===== src/rtl/alu_pkg.sv =====
// Shared types for the round-robin ALU scheduler and its datapath.
package alu_pkg;
  localparam int OP_W = 2;

  typedef enum logic [OP_W-1:0] {
    ADD = 2'b00,
    SUB = 2'b01,
    AND = 2'b10,
    OR  = 2'b11
  } alu_op_e;

  typedef enum logic [1:0] {
    IDLE = 2'd0,
    EXEC = 2'd1,
    RESP = 2'd2
  } sched_state_e;

  // Index of the candidate `ofs` places after pointer `p` among `n`, wrapping.
  function automatic int rr_idx(input int p, input int ofs, input int n);
    return (p + ofs) % n;
  endfunction
endpackage


===== src/rtl/alu_core.sv =====
// Combinational 4-op ALU: op demux selects one of adder, subtractor, AND, OR units.
module alu_core
  import alu_pkg::*;
#(
  parameter int DATA_W = 4
) (
  input  logic [DATA_W-1:0] a,
  input  logic [DATA_W-1:0] b,
  input  alu_op_e           op,
  output logic [DATA_W-1:0] result,
  output logic              carry
);
  logic [3:0]        sel;
  logic [DATA_W:0]   sum;
  logic [DATA_W:0]   diff;
  logic [DATA_W-1:0] and_v;
  logic [DATA_W-1:0] or_v;

  always_comb begin
    sel = '0;
    case (op)
      ADD:     sel[0] = 1'b1;
      SUB:     sel[1] = 1'b1;
      AND:     sel[2] = 1'b1;
      default: sel[3] = 1'b1;
    endcase
  end

  // One extra bit gives carry for ADD and borrow (a<b) for SUB.
  assign sum   = {1'b0, a} + {1'b0, b};
  assign diff  = {1'b0, a} - {1'b0, b};
  assign and_v = a & b;
  assign or_v  = a | b;

  always_comb begin
    result = ({DATA_W{sel[0]}} & sum[DATA_W-1:0])
           | ({DATA_W{sel[1]}} & diff[DATA_W-1:0])
           | ({DATA_W{sel[2]}} & and_v)
           | ({DATA_W{sel[3]}} & or_v);
    carry  = (sel[0] & sum[DATA_W]) | (sel[1] & diff[DATA_W]);
  end
endmodule


===== src/rtl/alu_rr_scheduler.sv =====
// Round-robin arbiter plus IDLE/EXEC/RESP sequencer sharing one alu_core among N_REQ sources.
module alu_rr_scheduler
  import alu_pkg::*;
#(
  parameter  int DATA_W = 4,
  parameter  int N_REQ  = 2,
  localparam int ID_W   = $clog2(N_REQ)
) (
  input  logic                          clk,
  input  logic                          rst,
  input  logic [N_REQ-1:0]              req_valid,
  output logic [N_REQ-1:0]              req_ready,
  input  logic [N_REQ-1:0][DATA_W-1:0]  req_a,
  input  logic [N_REQ-1:0][DATA_W-1:0]  req_b,
  input  logic [N_REQ-1:0][OP_W-1:0]    req_op,
  output logic                          rsp_valid,
  input  logic                          rsp_ready,
  output logic [DATA_W-1:0]             rsp_result,
  output logic [ID_W-1:0]               rsp_id,
  output logic                          rsp_carry,
  output logic                          rsp_zero
);
  sched_state_e      state, state_nxt;
  logic [ID_W-1:0]   prio;
  logic [ID_W-1:0]   cand;
  logic [ID_W-1:0]   gnt_idx;
  logic              gnt_found;
  logic              hs;
  logic [DATA_W-1:0] a_q, b_q;
  alu_op_e           op_q;
  logic [ID_W-1:0]   id_q;
  logic [DATA_W-1:0] alu_res;
  logic              alu_carry;

  // First valid requester at or after prio, wrapping.
  always_comb begin
    gnt_found = 1'b0;
    gnt_idx   = '0;
    cand      = '0;
    for (int i = 0; i < N_REQ; i++) begin
      cand = ID_W'(rr_idx(int'(prio), i, N_REQ));
      if (!gnt_found && req_valid[cand]) begin
        gnt_found = 1'b1;
        gnt_idx   = cand;
      end
    end
  end

  assign hs = (state == IDLE) && gnt_found;

  always_ff @(posedge clk) begin
    if (rst) state <= IDLE;
    else     state <= state_nxt;
  end

  always_comb begin
    state_nxt = state;
    case (state)
      IDLE:    if (gnt_found) state_nxt = EXEC;
      EXEC:    state_nxt = RESP;
      RESP:    if (rsp_ready) state_nxt = IDLE;
      default: state_nxt = IDLE;
    endcase
  end

  always_comb begin
    req_ready = '0;
    if (hs) req_ready[gnt_idx] = 1'b1;
    rsp_valid = (state == RESP);
  end

  always_ff @(posedge clk) begin
    if (rst) begin
      prio <= '0;
      a_q  <= '0;
      b_q  <= '0;
      op_q <= ADD;
      id_q <= '0;
    end else if (hs) begin
      prio <= (gnt_idx == ID_W'(N_REQ - 1)) ? '0 : gnt_idx + 1'b1;
      a_q  <= req_a[gnt_idx];
      b_q  <= req_b[gnt_idx];
      op_q <= alu_op_e'(req_op[gnt_idx]);
      id_q <= gnt_idx;
    end
  end

  alu_core #(.DATA_W(DATA_W)) u_alu (
    .a      (a_q),
    .b      (b_q),
    .op     (op_q),
    .result (alu_res),
    .carry  (alu_carry)
  );

  // Response fields load only in EXEC, so they hold steady through RESP.
  always_ff @(posedge clk) begin
    if (rst) begin
      rsp_result <= '0;
      rsp_id     <= '0;
      rsp_carry  <= 1'b0;
      rsp_zero   <= 1'b0;
    end else if (state == EXEC) begin
      rsp_result <= alu_res;
      rsp_id     <= id_q;
      rsp_carry  <= alu_carry;
      rsp_zero   <= (alu_res == '0);
    end
  end
endmodule


===== config.mk =====
export PLATFORM = sky130hd
export DESIGN_NAME = alu_rr_scheduler
export DESIGN_NICKNAME = d
export VERILOG_FILES = /design/src/rtl/alu_pkg.sv /design/src/rtl/alu_core.sv /design/src/rtl/alu_rr_scheduler.sv
export SDC_FILE = /design/constraint.sdc
export NUM_CORES = 1
export LEC_CHECK = 0
export CAP_MARGIN = 10
export CORE_ASPECT_RATIO = 0.6
export CORE_MARGIN = 2
export CORE_UTILIZATION = 30
export CTS_CLUSTER_SIZE = 16
export DETAILED_ROUTE_END_ITERATION = 12
export DONT_BUFFER_PORTS = 1
export GPL_ROUTABILITY_DRIVEN = 0
export GPL_TIMING_DRIVEN = 0
export SLEW_MARGIN = 25
export SYNTH_ARGS = -nofsm -noshare
export SYNTH_HDL_FRONTEND = slang
export SYNTH_SLANG_ARGS = --single-unit

===== constraint.sdc =====
create_clock -name clk -period 2.5 [get_ports clk]
set_input_delay 0.5 -clock clk [delete_from_list [all_inputs] [get_ports clk]]
set_output_delay 0.5 -clock clk [all_outputs]
set_load 0.01 [all_outputs]

# After elaboration in Yosys (flattened, before gate mapping)
# Cells that the tools add are included.
# op_classes
add_sub_neg,4
order_cmp,4
n_eq_ne,6
n_mux,25
bitwise_logic,12
reduce_logical,9
# op_table
op,count
4-bit bitwise AND,5
4-bit 2-to-1 mux,4
4-bit OR,4
1-bit 2-to-1 mux,14
2-bit 2-to-1 mux,5
"1-bit by 2-bit less-than comparator with 1-bit output, second input constant",3
2-bit case mux with 3 select lines,1
4-bit by 4-bit adder with 5-bit output,1
4-bit by 4-bit subtractor with 5-bit output,1
"2-bit by 1-bit == test with 1-bit output, second input constant",2
"2-bit == test, second input constant",2
2-bit zero test,2
4-bit zero test,1
1-bit logical AND,3
3-bit OR reduction,1
"1-bit adder, second input constant",2
1-bit bitwise AND,2
"2-bit by 1-bit inequality test with 1-bit output, second input constant",1
"2-bit inequality test, second input constant",1
2-bit AND reduction,1
1-bit demux with 1-bit select,1
"1-bit >= comparator, second input constant",1
1-bit zero test,1
1-bit OR,1
# word_totals
register_bits,21
input_bits,25
output_inout_bits,10
word_cells,70

# Longest topological paths before layout
# logic_depth
depth_word,11
ltp_mapped,9
mapped_depth_nobuf,9

# Cells and area by module
# From an unflattened synthesis, not the netlist that was laid out.
# unflattened
hier_cells,162
hier_area_um2,1372.6
# by_module_without_submodules
mod,instances,cells_per_inst,area_each_um2,seq_area_each_um2
alu_rr_scheduler,1,104,905.9,420.4
alu_core,1,58,466.7,0.0

# Least setup slack after synthesis
# No wires, ideal clock.
# synth_timing
kind,reg2reg
from,reg a_q[0]
to,reg rsp_zero
t_arrival_ps,1720
setup_slack_ps,721
stages_incl_launch_ff,10
path_buffers,0
period_less_slack_ps,1779
cell_sequence,dfxtp_1 inv_1 ha_1 inv_1 fa_1 mux2i_1 xnor2_1 mux2i_1 nor4_1 a31o_1
# synth_via
elab_chain_len,6
elab_cells_between_ends,12
# synth_rtl
element,line_no,rtl
from (decl),alu_rr_scheduler.sv:29,"logic [DATA_W-1:0] a_q, b_q;"
from (signal assigned),alu_rr_scheduler.sv:81,a_q <= req_a[gnt_idx];
4-bit by 4-bit adder with 5-bit output or 4-bit by 4-bit subtractor with 5-bit output (tied branches),"alu_core.sv:30, alu_core.sv:31",
4-bit bitwise AND (on tied branches),"alu_core.sv:36, alu_core.sv:37",
4-bit OR,alu_core.sv:37,| ({DATA_W{sel[1]}} & diff[DATA_W-1:0])
4-bit OR,alu_core.sv:38,| ({DATA_W{sel[2]}} & and_v)
4-bit OR *,alu_core.sv:39,| ({DATA_W{sel[3]}} & or_v);
4-bit zero test *,alu_rr_scheduler.sv:107,rsp_zero <= (alu_res == '0);
to (signal assigned),alu_rr_scheduler.sv:107,
to (decl),alu_rr_scheduler.sv:21,output logic rsp_zero
# Mark *: on every way between the ends. The rest lies on a longest branch, timed or not.
# A chain may end at the register's enable or synchronous reset.

# Worst setup path in the final report
# Ends and elaborated chain as after synthesis.

==> run_results.csv <==
group,metric,value,unit
final_layout,diodes,0,
final_layout,final_util,35.03,%
grt,grt_usage,13.68,%
critical_path,worst_setup_path_end_kind,"register",
clocking,clock_latency,0.27,ns
timing,finalHoldViolCount,0,
power,finalPower,852.2,uW
critical_path,required,2.71,ns
timing,rsz0062_at_grt,"false",
timing,fmax,472.6,MHz
drt,ant_nets,0,
drt,drc_errors,0,
critical_path,crit_fanout,3,
critical_path,reg2reg_to,"rsp_zero",
floorplanning,core,3765,sq um
worst_hold_path,min_to,"a_q[2]",
grt,grt_pass1_vias,991,
timing,skew,0.002770,ns
final_layout,syn_to_final_growth,8.884,%
timing,tns,0,ns
worst_hold_path,holdCritPathClass,"in -> reg",
critical_path,slowest_stage,"fa_1",
power,p_per_area,646.2,nW/um^2
clocking,cts_buffer_depth,2,
floorplanning,dieHeight,53.22,um
floorplanning,die-area,4578,sq um
synthesis,yosysWarnings,0,
grt,grt_max_degree,14,
grt,grt-ovfl-total,0,
critical_path,arrival,2.33,ns
clocking,ctsResizeCount,0,
worst_hold_path,hold-path-cell-count,2,
synthesis,syn_avg_cell_area,8.651,sq um
clocking,tritoncts,"yes",
synthesis,ys_types,29,
timing,setup_viol,0,
floorplanning,placementRows,17,
final_layout,drive_gt1_share,7.639,%
clocking,cts.sinks,21,
place,io_buffers,0,
timing,slew_violations,0,
drt,wire_per_inst,14.85,um
critical_path,reg2reg_depth,9,
synthesis,synth_top_area_cell,"dfxtp_1",
synthesis,synthCells,140,
drt,drt_wl_total,2.836,mm
clocking,cts_hold_buf,0,
timing,slew_headroom,66.69,%
critical_path,reg2reg_slack,0.38,ns
critical_path,max_stage_delay,0.39,ns
run,cap_viol_max_count,0,
run_status,status,"finished clean",
drt,vias,984,
synthesis,synth_seq_cells,21,
power,ir_drop,0.0002327,V
floorplanning,die_x,86.03,um
final_layout,fin_area,1319,sq um
drt,viasPerCell,5.152,
clocking,ctsHtreeMaxLevel,1,
timing,fin_crit_sh,84.63,%
drt,first_pass_iters,4,
critical_path,start_kind,"register",
grt,grt_pass1_wl,4.719,mm
drt,first_iter_violations,94,
clocking,post_cts_buffers,0,
clocking,numCtsBuffers,3,
final_layout,final_nets,184,
final_layout,final_common_cell,"dfxtp_1",
clocking,clkTransAtPathRegs,0.08,ns
synthesis,yosysSeqAreaShare,34.71,%
power,power_leakage,0.0005348,uW
timing,post-route-min-period,2.116,ns
synthesis,yosys-top-cells-area,"dfxtp_1 35%, ha_1 12%, a222oi_1 8.3%",
final_layout,stdcell_count,191,
critical_path,critPathKind,"reg -> reg",
critical_path,r2r_start,"a_q[0]",
floorplanning,initial_core_util,32.17,%
place,dp_hpwl,2.283,mm
grt,grt_antenna_before_repair,0,
timing,worst_pin_slew,0.4986,ns
critical_path,crit_chain,"inv_1, ha_1, inv_1, fa_1, mux2i_1, xnor2_1, mux2i_1, nor4_1, a31o_1",
synthesis,syn_nets,179,
floorplanning,pin_count,35,
synthesis,syn_area,1211,sq um
place,dpl_cell_area,1270,sq um
final_layout,final_cell_mix,"21 x dfxtp_1, 17 x nor2_1, 14 x inv_1",
worst_hold_path,min-delay-start,"req_a[6]",
clocking,cts_root_buffer,"clkbuf_8",
synthesis,synth_top_area_share,34.71,%
place,post-place-cells,187,
synth_stat cells, drive strengths merged:
library cell,n
dfxtp,21
nor2b,4
nor2,17
a21oi,12
nor3,2
o21ai,10
a31o,1
xnor2,1
fa,2
mux2i,2
a31oi,1
nand2,11
o211a,2
nor4,1
or3,1
nand2b,3
clkbuf,4
buf,3
nand3,2
inv,14
a222oi,10
o21ba,1
and3,1
a211oi,2
ha,12
metrics by stage:
stage	setup slack [ns]	hold WS [ns]
4_1_cts	0.4094	0.3807
3_5_place_dp	0.4373	0.4657
6_report	0.3842	0.3812
3_3_place_gp	0.5284	0.4651
5_1_grt	0.2427	0.3773
2_1_floorplan	0.7212	0.4295
cell type report:
class,count,area (sq um)
plain buffers,7,52.55
clock buffers,3,41.29
clock inverters,1,7.507
fillers,380,2446
inverters,14,52.55
multi-input cells,98,685.7
flip-flops and latches,21,420.4
well taps,47,58.81
logic make-up (layout without fill, tap and decap cells):
kind of cell               Yosys count  count (layout)  synth area share [%]
DFF                                 21              21                 34.71
and+or+nand+nor                     42              42                 15.91
adders and majority gates           14              14                 15.70
AOI/OAI and AO/OA                   39              39                 22.62
buffers and inverters               21              25                 8.678
muxes                                2               2                 1.653
xor gates and xnor gates             1               1                0.7233
state kept, by name, summed over array words and instances, names as in the netlist:
signal      flops
rsp_carry       1
op_q            2
rsp_id          1
state           2
id_q            1
prio            1
a_q             4
rsp_result      4
rsp_zero        1
b_q             4
worst max-delay path, delay by kind of cell, from the launching register on:
| kind | cells | cell delay (ns) |
|---|---|---|
| compound gates | 1 | 0.18 |
| xor+xnor | 1 | 0.14 |
| fa+ha+maj | 2 | 0.58 |
| buf+inv | 2 | 0.16 |
| flops | 1 | 0.36 |
| mux | 2 | 0.32 |
| simple gates | 1 | 0.31 |
report_power, final:
group | switching, uW | internal [uW]
Clock | 119 | 113
Sequential | 33.6 | 366
Combinational | 127 | 93.9
Total | 279 | 573
worst max-delay path by stage:
stage,cells after the start,start,slack (ns),to
final,9,a_q[0],0.38,rsp_zero
after global routing,9,a_q[0],0.24,rsp_zero
after CTS,9,a_q[0],0.41,rsp_zero
after detailed placement,9,a_q[0],0.44,rsp_zero
after global placement,8,b_q[0],0.53,rsp_zero
after floorplan,9,a_q[0],0.72,rsp_zero
metal layers:
layer  track usage [%]  vias to the layer above  part of all wire (%)
met5                 0                        -                     0
met4             2.381                        0                     0
met3             4.992                        0                   6.6
met2             21.32                       27                    41
met1             18.33                      457                    53
li1                  -                      500                     -
(Power assumes the default switching activity.)
